===== config.mk =====
export PLATFORM = sky130hd
export DESIGN_NAME = image_streamer
export DESIGN_NICKNAME = d
export VERILOG_FILES = /design/src/rtl/image_streamer.sv
export SDC_FILE = /design/constraint.sdc
export NUM_CORES = 1
export LEC_CHECK = 0
export ABC_AREA = 1
export CAP_MARGIN = 15
export CORE_ASPECT_RATIO = 0.8
export CORE_UTILIZATION = 44
export DETAILED_ROUTE_END_ITERATION = 16
export GPL_TIMING_DRIVEN = 0
export PLACE_DENSITY = 0.73
export SYNTH_ARGS = -nofsm -noshare
export SYNTH_HDL_FRONTEND = slang
export SYNTH_SLANG_ARGS = --single-unit

===== constraint.sdc =====
create_clock -name clk -period 1.7 [get_ports clk]
set_input_delay 0.17 -clock clk [delete_from_list [all_inputs] [get_ports clk]]
set_output_delay 0.17 -clock clk [all_outputs]
set_load 0.1 [all_outputs]

===== src/rtl/image_streamer.sv =====
// Serialises the processed image memory into a BMP pixel-array byte stream (B,G,R + row padding).
// Latency: 2 cycles from start/next pixel to first byte; a stalled byte holds until byte_ready.
module image_streamer #(
  parameter int WIDTH  = 30,
  parameter int HEIGHT = 30,
  parameter int ADDR_W = $clog2(WIDTH*HEIGHT)
) (
  input  logic              clk,
  input  logic              rst,
  input  logic              start,
  input  logic [23:0]       pixel_in,
  output logic [ADDR_W-1:0] rd_adrr,
  output logic [7:0]        byte_out,
  output logic              byte_valid,
  input  logic              byte_ready,
  output logic              busy,
  output logic              done
);

  localparam int PAD = (4 - (3*WIDTH) % 4) % 4;
  localparam int CW  = $clog2(WIDTH + 1);
  localparam int RW  = $clog2(HEIGHT + 1);
  localparam logic [ADDR_W-1:0] LAST_ADR = ADDR_W'(WIDTH*HEIGHT - 1);
  localparam logic [CW-1:0]     LAST_COL = CW'(WIDTH - 1);

  typedef enum logic [2:0] {
    S_IDLE, S_ADDR, S_DATA, S_SEND, S_PAD, S_FIN
  } state_t;

  state_t            state_q, state_n;
  logic [ADDR_W-1:0] adr_n;
  logic [7:0]        byte_n;
  logic              valid_n, busy_n, done_n;
  logic [15:0]       pix_q, pix_n;   // red/green of the current pixel; blue goes out directly
  logic [1:0]        sub_q, sub_n;
  logic [CW-1:0]     col_q, col_n;
  logic [RW-1:0]     row_q, row_n;
  logic              xfer, eop;

  assign xfer = byte_valid & byte_ready;

  always_comb begin
    state_n = state_q;
    adr_n   = rd_adrr;
    byte_n  = byte_out;
    valid_n = byte_valid;
    busy_n  = busy;
    done_n  = 1'b0;
    pix_n   = pix_q;
    sub_n   = sub_q;
    col_n   = col_q;
    row_n   = row_q;
    eop     = 1'b0;

    case (state_q)
      S_IDLE: begin
        if (start) begin
          adr_n   = '0;
          busy_n  = 1'b1;
          col_n   = '0;
          row_n   = '0;
          state_n = S_ADDR;
        end
      end
      S_ADDR: state_n = S_DATA;
      S_DATA: begin
        pix_n   = pixel_in[23:8];
        byte_n  = pixel_in[7:0];
        valid_n = 1'b1;
        sub_n   = 2'd0;
        state_n = S_SEND;
      end
      S_SEND: begin
        if (xfer) begin
          case (sub_q)
            2'd0: begin
              byte_n = pix_q[7:0];
              sub_n  = 2'd1;
            end
            2'd1: begin
              byte_n = pix_q[15:8];
              sub_n  = 2'd2;
            end
            default: begin
              if (col_q == LAST_COL && PAD > 0) begin
                byte_n  = 8'h00;
                valid_n = 1'b1;
                sub_n   = 2'd0;
                state_n = S_PAD;
              end else begin
                eop = 1'b1;
              end
            end
          endcase
        end
      end
      S_PAD: begin
        if (xfer) begin
          if (sub_q == 2'(PAD - 1)) eop = 1'b1;
          else                      sub_n = sub_q + 2'd1;
        end
      end
      S_FIN: begin
        busy_n  = 1'b0;
        state_n = S_IDLE;
      end
      default: state_n = S_IDLE;
    endcase

    if (eop) begin
      valid_n = 1'b0;
      if (rd_adrr == LAST_ADR) begin
        done_n  = 1'b1;
        state_n = S_FIN;
      end else begin
        adr_n   = rd_adrr + ADDR_W'(1);
        state_n = S_ADDR;
        if (col_q == LAST_COL) begin
          col_n = '0;
          row_n = row_q + RW'(1);
        end else begin
          col_n = col_q + CW'(1);
        end
      end
    end
  end

  always_ff @(posedge clk) begin
    if (rst) begin
      state_q    <= S_IDLE;
      rd_adrr    <= '0;
      byte_out   <= 8'h00;
      byte_valid <= 1'b0;
      busy       <= 1'b0;
      done       <= 1'b0;
      pix_q      <= '0;
      sub_q      <= '0;
      col_q      <= '0;
      row_q      <= '0;
    end else begin
      state_q    <= state_n;
      rd_adrr    <= adr_n;
      byte_out   <= byte_n;
      byte_valid <= valid_n;
      busy       <= busy_n;
      done       <= done_n;
      pix_q      <= pix_n;
      sub_q      <= sub_n;
      col_q      <= col_n;
      row_q      <= row_n;
    end
  end

endmodule


Yosys cells after proc, flatten, opt, wreduce, memory -nomap -nowiden
Index checks and enable logic that the tools add are counted.
{"block": "word_totals", "reg_bits": 47, "in_bits": 28, "out_inout_bits": 21, "word_cells": 86}
{"block": "classes", "add_sub_neg": 3, "eq_ne": 20, "muxes": 39, "bitwise": 2, "reduce_logical": 13}
{"operator": "$mux W10", "n": 4}
{"operator": "$pmux W8 S2", "n": 2}
{"operator": "$mux W5", "n": 5}
{"operator": "$mux W3", "n": 6}
{"operator": "$mux W8", "n": 2}
{"operator": "$pmux W3 S5", "n": 1}
{"operator": "$ne A2 B2 Y1 const B", "n": 7}
{"operator": "$ne A3 B3 Y1 const B", "n": 4}
{"operator": "$add A10 B1 Y10 const B", "n": 1}
{"operator": "$eq A10 B10 Y1 const B", "n": 1}
{"operator": "$mux W1", "n": 10}
{"operator": "$reduce_and A5 Y1", "n": 2}
{"operator": "$mux W2", "n": 4}
{"operator": "$eq A3 B2 Y1 const B", "n": 2}
{"operator": "$eq A3 B3 Y1 const B", "n": 2}
{"operator": "$pmux W1 S2", "n": 3}
{"operator": "$pmux W2 S3", "n": 1}
{"operator": "$reduce_or A2 Y1", "n": 3}
{"operator": "$add A5 B1 Y5 const B", "n": 1}
{"operator": "$eq A5 B5 Y1 const B", "n": 1}
{"operator": "$ne A4 B4 Y1 const B", "n": 1}
{"operator": "$pmux W2 S2", "n": 1}
{"operator": "$reduce_and A4 Y1", "n": 1}
{"operator": "$reduce_bool A2 Y1", "n": 2}
{"operator": "other kinds (10)", "n": 10}

Depth between registers and ports, before layout
Gate-level depths: netlist of the first run.
{"block": "depth", "word_depth": 7, "ltp_mapped": 13, "mapped_depth_nobuf": 12}

Least setup slack after synthesis of the first run
Ideal clock, no wire load.
{"block": "synth_path", "path_type": "register to register", "from": "reg rd_adrr[0]", "to": "reg rd_adrr[0]", "setup_time_ns": 0.132, "arrival_ns": 2.032, "t_required_ns": 1.568, "slack_ns": -0.465, "stages_incl_launch_ff": 10, "path_buffers": 1, "synth_period_minus_slack_ns": 2.165, "path_cell_list": "dfxtp_1 -> ha_1 -> inv_1 -> nor2_1 -> nand2_1 -> nor2_1 -> buf_2 -> o21ai_0 -> nand2_1 -> a21oi_1"}
{"block": "synth_via", "elab_chain_len": 4, "elab_cells_between_ends": 6, "classes_between": "1 x add/sub; 1 x eq/ne; 4 x mux"}
{"element": "start, declared", "line": "12", "text": "output logic [ADDR_W-1:0] rd_adrr,"}
{"element": "start signal, assigned", "line": "142", "text": "rd_adrr <= adr_n;"}
{"element": "parallel branches: the longest is 3 deep, another holds $add A10 B1 Y10"}
{"element": "$mux W10 *", "line": "110", "text": "if (eop) begin"}
Mark *: on every way between the ends.
A chain may end at the register's enable or synchronous reset.

Worst setup path after layout of the first run
{"block": "layout_path", "from": "reg byte_out[1]", "to": "out byte_out[1]"}
{"element": "start, declared", "line": "13", "text": "output logic [7:0] byte_out,"}
{"element": "start signal, assigned", "line": "143", "text": "byte_out <= byte_n;"}
No word-level cell between the ends.

==> results of run 1 <==
-- area by class of cell --
type / instances / area (um^2)
Fill cell: 490 / 1840
Multi-Input combinational cell: 284 / 1430
Sequential cell: 47 / 975
Timing Repair Buffer: 60 / 562
Inverter: 36 / 143
Clock buffer: 7 / 86.3
Tap cell: 62 / 77.6
Buffer: 11 / 65.1
Clock inverter: 1 / 8.76
-- synthesized netlist by cell type, drive strengths merged --
library cell,instances
ha,6
dfxtp,47
nand2,117
a31oi,9
nand3,23
buf,6
xor2,5
nor2,50
clkbuf,6
nor3,2
inv,35
nand4,4
o22ai,2
o21ai,48
o31ai,1
clkinv,1
a21oi,16
a211oi,1
-- where the power goes --
group          switching (mW)  internal [mW]  total (mW)
clock                   0.385          0.334       0.719
combinational            1.73          0.628        2.36
sequential              0.178           1.41        1.59
-- worst paths after layout --
path,startpoint,end,slack [ns],cells after the start
max,byte_out[1]$_SDFFE_PP0P_,byte_out[1],0.01,1
min,pixel_in[4],byte_out[4]$_SDFFE_PP0P_,0.45,3
max reg2reg,sub_q[0]$_SDFFE_PP0P_,col_q[0]$_SDFF_PP0_,0.06,10
min reg2reg,pix_q[11]$_SDFFE_PP0N_,pix_q[11]$_SDFFE_PP0N_,0.45,2
-- state kept, by name (all words and copies together), names as in the netlist --
register	flops
rd_adrr	10
col_q	5
byte_out	8
busy	1
sub_q	2
byte_valid	1
state_q	3
done	1
pix_q	16
-- cell families (layout without fill, tap and decap cells) --
logic type      after synthesis  count (layout)
simple gates                196             196
compound gates               77              77
buf+inv                      48             115
flops                        47              47
fa+ha+maj                     6               6
xor+xnor                      5               5
-- timing repair --
item                       in CTS  in global routing
cloned                          1                  0
pin swaps                       6                 12
resized for setup              52                 40
buffers inserted                4                  7
setup endpoints to repair      50                 36
-- layer usage --
layer | share of wire [%] | vias to the layer above | GRT usage, %
met5 | 0 | - | 0
met4 | 1.3 | 0 | 7.50
met3 | 5.3 | 7 | 2.98
met2 | 44 | 63 | 35.1
met1 | 50 | 1210 | 33.0
li1 | - | 1358 | -
-- through the flow --
stage	instance area, um^2	utilization (%)	total power, mW	setup WS [ns]	std cells
detailed placement	3040	58.7	3.87	-0.249	489
global route	3340	64.5	4.97	-0.0268	508
CTS	3210	62.1	4.56	0.000158	502
finish	3340	64.5	4.66	0.0137	508
floorplan	2480	-	3.31	0.0631	379
global placement	3040	58.7	3.85	-0.193	489
==> impl_metrics.csv, run 1 <==
group,metric,value,unit
job,cap_viol_max_count,0,
clock_tree,clk_latency,0.30,ns
die,core,5180,um^2
final_layout,diodes,0,
route,via_per_inst,5.19,
global_routing,grt-ovfl-total,0,
yosys,synth_seq_cells,47,
critical_path,crit_buf_inv,1,
timing,hold_violations,0,
clock_tree,cts_inserted_buffers,5,
route,vias,2638,
timing,fin_crit,1.69,ns
die,dieArea,5900,um^2
critical_path,worstPathMaxFanout,2,
critical_path,critPathRequiredTime,1.53,ns
yosys,synth_area_per_cell,6.49,um^2
yosys,synth_top_area_share,38.2,%
final_layout,area_delta_synth_final,35.8,%
die,die_w,85.6,um
clock_tree,cts_tree,"yes",
route,drc,0,
route,drt.antenna.violating_nets,0,
route,post_drt_wl_per_cell,12.8,um
place,dp_hpwl,4.58,mm
clock_tree,clock_sinks,47,
global_routing,grt_start_max_net_pins,15,
timing,tns,0,ns
yosys,synth_area_leader_cell,"dfxtp_1",
timing,post-route-period-util,99.2,%
yosys,netlist_area,2460,um^2
critical_path,cp_cell_sequence,"dlygate4sd2_1",
critical_path,critical_path_class,"register to primary output",
critical_path,startpoint_type,"register",
global_routing,first_global_vias,2155,
critical_path,crit_family,"buffers and inverters",
yosys,netlist_instances,379,
timing,fmax,593,MHz
yosys,synth_xor_area_share,1.78,%
final_layout,final_cell_mix,"112 x nand2_1, 41 x o21ai_0, 40 x nor2_1, 30 x dfxtp_1, 28 x inv_1",
clock_tree,root_buffer,"clkbuf_8",
clock_tree,clockBufferDepth,2,
route,wl,6.50,mm
place,port_buffers,48,
status,outcome,"finished, final reports clean",
min_path,hold_class,"primary input to register",
global_routing,grt_pass1_wl,10.3,mm
global_routing,grtUsageTotal,22.7,%
critical_path,cp.arrival,1.52,ns
global_routing,antenna_found_initial,0,
timing,worst_clock_skew,0.00931,ns
yosys,synth_top_family_by_area,"simple AND/OR/NAND/NOR gates",
final_layout,drive_gt1_share,17.3,%
yosys,synth.distinct_cells,24,
die,ios,49,
yosys,synth_fa_ha_area_share,3.05,%
die,fp.dieH,68.9,um
final_layout,layout_commonest_cell,"nand2_1",
yosys,yosysSeqAreaShare,38.2,%
yosys,synth_nets,413,
power_and_ir_drop,p_leak,1.34,nW
clock_tree,cts_hold_buf,0,
final_layout,nets,479,
timing,tightest_slew,0.953,ns
yosys,ys_warn_count,0,
clock_tree,htreeDepth,2,
timing,max-slew-margin-rel,36.7,%
route,drtIter0Drc,182,
power_and_ir_drop,powerDensity,1390,nW/um^2
timing,setup_violations,0,
yosys,synth-compound-area-share,16.4,%
yosys,muxShareOfSynthArea,0,%
yosys,synth_area_leaders,"dfxtp_1 38%, nand2_1 18%, o21ai_0 8.5%, nor2_1 6.9%, inv_1 4.7%",
route,firstDrtPassIters,4,
yosys,yosys.area_share.simple,32.7,%
timing,rsz0062_at_grt,"yes",
critical_path,cp-end-kind,"primary output",
die,start_util,47.5,%
critical_path,crit_path_top_delay_cell,"dlygate4sd2_1",
critical_path,max_stage_delay,0.86,ns
power_and_ir_drop,ir_drop,1.09,mV
timing,worst_hold_slack,0.445,ns
timing,drv_slew,0,
place,gp_congestion,0.821,
die,num_rows,23,
clock_tree,cts.reportedPaths.clkPinSlew,0.09,ns
(Power assumes the default switching activity.)
==> run 2, diff against run 1 <==
--- a/config.mk
+++ b/config.mk
@@ -10,6 +10,7 @@
 export CORE_ASPECT_RATIO = 0.8
 export CORE_UTILIZATION = 44
 export DETAILED_ROUTE_END_ITERATION = 16
+export GPL_ROUTABILITY_DRIVEN = 0
 export GPL_TIMING_DRIVEN = 0
 export PLACE_DENSITY = 0.73
 export SYNTH_ARGS = -nofsm -noshare
==> results of run 2 <==
Final layout, timing and power as in run 1 (identical DEF).
==> run 3, diff against run 2 <==
--- a/config.mk
+++ b/config.mk
@@ -9,6 +9,7 @@
 export CAP_MARGIN = 15
 export CORE_ASPECT_RATIO = 0.8
 export CORE_UTILIZATION = 44
+export CTS_CLUSTER_DIAMETER = 120
 export DETAILED_ROUTE_END_ITERATION = 16
 export GPL_ROUTABILITY_DRIVEN = 0
 export GPL_TIMING_DRIVEN = 0
==> results of run 3 <==
Final layout, timing and power as in run 1 (identical DEF).
